[config.mk]
export PLATFORM = sky130hd
export DESIGN_NAME = regfile_write_arbiter
export DESIGN_NICKNAME = d
export VERILOG_FILES = /design/src/rtl/regfile_write_arbiter.sv
export SDC_FILE = /design/constraint.sdc
export NUM_CORES = 1
export LEC_CHECK = 0
export ABC_AREA = 1
export CELL_PAD_IN_SITES_DETAIL_PLACEMENT = 0
export CELL_PAD_IN_SITES_GLOBAL_PLACEMENT = 2
export CORE_MARGIN = 1
export CORE_UTILIZATION = 20
export CTS_CLUSTER_SIZE = 40
export DETAILED_ROUTE_END_ITERATION = 8
export HOLD_SLACK_MARGIN = 0.05
export PLACE_DENSITY_LB_ADDON = 0.08
export SETUP_SLACK_MARGIN = 0.15
export SYNTH_ARGS = -nofsm -noshare
export SYNTH_HDL_FRONTEND = slang
export SYNTH_SLANG_ARGS = --single-unit
[constraint.sdc]
create_clock -name clk -period 4.8 [get_ports clk]
set_clock_uncertainty 0.15 [all_clocks]
set_input_delay 0.48 -clock clk [delete_from_list [all_inputs] [get_ports clk]]
set_output_delay 0.48 -clock clk [all_outputs]
set_load 0.01 [all_outputs]
[src/rtl/regfile_write_arbiter.sv]
// Round-robin arbiter sharing the register file's single write port among NREQ writers.
// The winning write is registered and presented on wr_* one cycle after acceptance; R0 writes are dropped.
module regfile_write_arbiter #(
    parameter int NREQ = 3,
    parameter int AW   = 5,
    parameter int DW   = 32
) (
    input  logic               clk,
    input  logic               rst_n,
    input  logic               hold,
    input  logic [NREQ-1:0]    req_valid,
    input  logic [NREQ*AW-1:0] req_addr,
    input  logic [NREQ*DW-1:0] req_data,
    output logic [NREQ-1:0]    req_ready,
    output logic               wr_en,
    output logic [AW-1:0]      wr_addr,
    output logic [DW-1:0]      wr_data,
    output logic [2:0]         grant_id,
    output logic               zero_drop
);

    localparam int PW = (NREQ > 1) ? $clog2(NREQ) : 1;

    logic [PW-1:0]   rr_ptr_q, rr_ptr_d;
    logic            wr_en_q, wr_en_d;
    logic [AW-1:0]   wr_addr_q, wr_addr_d;
    logic [DW-1:0]   wr_data_q, wr_data_d;
    logic [2:0]      grant_id_q, grant_id_d;
    logic            zero_drop_q, zero_drop_d;

    logic [PW-1:0]   win_idx;
    logic            win_found;
    logic [NREQ-1:0] grant_oh;
    logic [AW-1:0]   win_addr;
    logic [DW-1:0]   win_data;
    logic            accept;

    // Search upward from rr_ptr, wrapping explicitly so the index never leaves 0..NREQ-1.
    always_comb begin
        int idx;
        idx       = 0;
        win_found = 1'b0;
        win_idx   = '0;
        grant_oh  = '0;
        for (int k = 0; k < NREQ; k++) begin
            idx = int'(rr_ptr_q) + k;
            if (idx >= NREQ) begin
                idx = idx - NREQ;
            end
            if (!win_found && req_valid[idx]) begin
                win_found     = 1'b1;
                win_idx       = PW'(idx);
                grant_oh[idx] = 1'b1;
            end
        end
    end

    assign req_ready = (rst_n && !hold) ? grant_oh : '0;
    assign accept    = |req_ready;
    assign win_addr  = req_addr[int'(win_idx)*AW +: AW];
    assign win_data  = req_data[int'(win_idx)*DW +: DW];

    always_comb begin
        rr_ptr_d    = rr_ptr_q;
        wr_en_d     = 1'b0;
        wr_addr_d   = wr_addr_q;
        wr_data_d   = wr_data_q;
        grant_id_d  = grant_id_q;
        zero_drop_d = 1'b0;
        if (accept) begin
            wr_addr_d   = win_addr;
            wr_data_d   = win_data;
            grant_id_d  = 3'(win_idx);
            wr_en_d     = (win_addr != '0);
            zero_drop_d = (win_addr == '0);
            rr_ptr_d    = (win_idx == PW'(NREQ - 1)) ? '0 : win_idx + 1'b1;
        end
    end

    always_ff @(posedge clk) begin
        if (!rst_n) begin
            rr_ptr_q    <= '0;
            wr_en_q     <= 1'b0;
            wr_addr_q   <= '0;
            wr_data_q   <= '0;
            grant_id_q  <= '0;
            zero_drop_q <= 1'b0;
        end else begin
            rr_ptr_q    <= rr_ptr_d;
            wr_en_q     <= wr_en_d;
            wr_addr_q   <= wr_addr_d;
            wr_data_q   <= wr_data_d;
            grant_id_q  <= grant_id_d;
            zero_drop_q <= zero_drop_d;
        end
    end

    // Masking with rst_n keeps a registered but uncommitted write out of the register file
    // during the very cycle reset is asserted.
    assign wr_en     = wr_en_q & rst_n;
    assign wr_addr   = wr_addr_q;
    assign wr_data   = wr_data_q;
    assign grant_id  = grant_id_q;
    assign zero_drop = zero_drop_q;

endmodule

==> results.sh <==
export IMPL_io_pins=162
export IMPL_placed_area_um2=4560
export IMPL_synth_flop_cell="dfxtp_1"
export IMPL_syn_cell_area_um2=2870
export IMPL_avgViaCountPerCell=4.07
export IMPL_cts_max_level=2
export IMPL_relSlewSlack_pct=52.2
export IMPL_critPathKind="reg2reg"
export IMPL_cellPowerDensity_nw_per_um2=606
export IMPL_final_design_area_no_fill_um2=4700
export IMPL_reg2reg_from="rr_ptr_q[0]$_SDFFE_PN0P_"
export IMPL_synth_cell_types=28
export IMPL_clock_sinks=43
export IMPL_rows=43
export IMPL_holdBufCountCts=0
export IMPL_wl_per_cell_um=12.7
export IMPL_layout_drive_gt1_share_pct=8.75
export IMPL_async_flop_share_pct=0
export IMPL_fin_nets=726
export IMPL_synthCells=461
export IMPL_grt_max_degree=78
export IMPL_dp_hpwl_mm=7.35
export IMPL_worst_slew_pin_slew_ps=717
export IMPL_setup_viol=0
export IMPL_rrSetupSlack_ps=1500
export IMPL_grt_pass1_vias=3134
export IMPL_timing_fmax_mhz=303
export IMPL_place_congestion=0.863
export IMPL_place_port_buffers=160
export IMPL_timing_max_cap_violations=0
export IMPL_ir_worst_vdd_v=0.000250
export IMPL_syn_nets=582
export IMPL_syn_avg_cell_area_um2=6.23
export IMPL_min_period_ps=3300
export IMPL_tritoncts="done"
export IMPL_synth_edf_count=0
export IMPL_grtUsageTotal_pct=13.5
export IMPL_postCtsSetupBuffers=0
export IMPL_arrival_ps=3310
export IMPL_n_fill_cell=1520
export IMPL_rsz0062_at_grt="no"
export IMPL_vias=3202
export IMPL_cp_max_fo=77
export IMPL_ys_seq_area_share_pct=30.0
export IMPL_first_pass_iters=4
export IMPL_final_antenna_net_count=0
export IMPL_grt_ovfl_total=0
export IMPL_insertedDiodeCount=0
export IMPL_antenna_found_initial=0
export IMPL_clk_pin_slew_ps=60
export IMPL_power_switching_w=0.00150
export IMPL_synth_seq_cells=43
export IMPL_dieWidth_um=122
export IMPL_finalHoldViolCount=0
export IMPL_worstPathRequired_ps=4820
export IMPL_finalSetupTns_ps=0
export IMPL_final_core_util_pct=33.7
export IMPL_dieArea_um2=14800
export IMPL_clockBufferDepth=2
export IMPL_post_route_period_util_pct=68.7
export IMPL_cp_end_kind="register"
export IMPL_hp_start="rr_ptr_q[0]$_SDFFE_PN0P_"
export IMPL_p_int_w=0.00135
export IMPL_cts_resized=0
export IMPL_p_comb_share_pct=70.6
export IMPL_clk_latency_ps=270
export IMPL_seq_power_share_pct=17.8
export IMPL_hp_class="reg2reg"
export IMPL_crit_start="rr_ptr_q[0]$_SDFFE_PN0P_"
export IMPL_remaining_drc_errors=0
export IMPL_finalMaxSlewViolations=0
export IMPL_design_core_area_um2=13900
export IMPL_p_leak_nw=2.07
export IMPL_cts_buffers=5
export IMPL_die_y_um=122
export IMPL_clockPowerShare_pct=11.7
export IMPL_start_kind="register"
export IMPL_area_growth_pct=63.5
export IMPL_p_sw_share_pct=52.7
export IMPL_drtIter0Drc=112
export IMPL_root_buffer="clkbuf_16"
export IMPL_start_util_pct=20.6
export IMPL_wl_mm=9.99
export IMPL_grt_first_pass_wirelength_mm=15.7
export IMPL_outcome="completed"
export IMPL_ys_warnings_count=0
[Yosys cell counts, types with 6 or more instances]
cell | n | area share [%]
nand3_1 | 21 | 3.7
o21ai_1 | 16 | 2.8
buf_4 | 6 | 1.6
a21oi_2 | 26 | 7.9
dfxtp_1 | 43 | 30
nand2_1 | 98 | 13
inv_1 | 55 | 7.2
a21oi_1 | 10 | 1.7
nor2_1 | 78 | 10
buf_2 | 8 | 1.4
o21ai_0 | 60 | 10
[worst paths after layout]
kind	cells after the start	end
worst max-delay path	17	wr_data[30]$_SDFFE_PN0P_
worst min register to register	2	rr_ptr_q[0]$_SDFFE_PN0P_
worst min-delay path	2	rr_ptr_q[0]$_SDFFE_PN0P_
worst max register to register	17	wr_data[30]$_SDFFE_PN0P_
[worst max-delay path, stage by stage, from the launching register on]
cell and delay [ps]:
dfxtp_1 380, inv_1 80, ha_1 410, inv_2 100, nand2_1 70, nand3_1 70
nand2_1 100, nand2_2 70, or2_4 250, nand2_2 70, nand2_2 50, nand3_2 70
buf_4 570, clkinv_1 440, nand2_1 140, nand2_1 60, nand2_1 50, nand2_1 50
[cell families after synthesis]
logic type                 Yosys count  synth area share (%)
and+or+nand+nor                    210                  30.4
AOI/OAI and AO/OA                  116                  24.0
buffers and inverters               87                  13.8
DFF                                 43                  30.0
adders and majority gates            4                  1.74
other                                1                 0.131
[per-stage QoR]
stage,hold WS (ps),instances,total power (W),setup WS (ps)
after CTS,369,786,0.00293,1450
final,368,786,0.00285,1500
after floorplan,326,461,0.00200,2580
after global placement,343,778,0.00259,1320
after global routing,391,786,0.00319,1160
after detailed placement,352,778,0.00258,1310
[registers in the layout, summed over array words and instances (netlist names)]
signal / count
rr_ptr_q: 2
wr_addr: 5
wr_en_q: 1
wr_data: 32
grant_id: 2
zero_drop: 1
[layout make-up]
type,count,area [um2],share of cell area (%)
repair buffers,164,1630,34.7
inverters,60,225,4.79
flip-flops and latches,43,861,18.3
clock buffers,6,129,2.74
well taps,180,225,4.79
clock inverters,2,12.5,0.266
multi-input cells,331,1610,34.4
[power by group through the flow]
stage	logic [W]	registers, W	clock network, W
2_1_floorplan	0.00146	0.000546	0
3_3_place_gp	0.00208	0.000513	0
3_5_place_dp	0.00207	0.000513	0
4_1_cts	0.00208	0.000507	0.000347
5_1_grt	0.00231	0.000518	0.000360
6_report	0.00201	0.000505	0.000332
[layout by cell type, fill, tap and decap left out, drive strengths merged]
cell type and instances:
clkdlybuf4s50 160, nand2 104, nor2 78, o21ai 77, inv 59, dfxtp 43, a21oi 36, nand3 25
clkbuf 6, ha 4, buf 4, nand3b 2, clkinv 2, o22ai 1, or2 1, o31ai 1
o211ai 1, conb 1, clkinvlp 1
[per-layer routing]
metal	global-route usage [%]	wire, um
met5	0	0
met1	16.8	4570
met4	3.55	106
met3	4.82	897
met2	21.8	4420
Power figures use the tool's default switching activity.
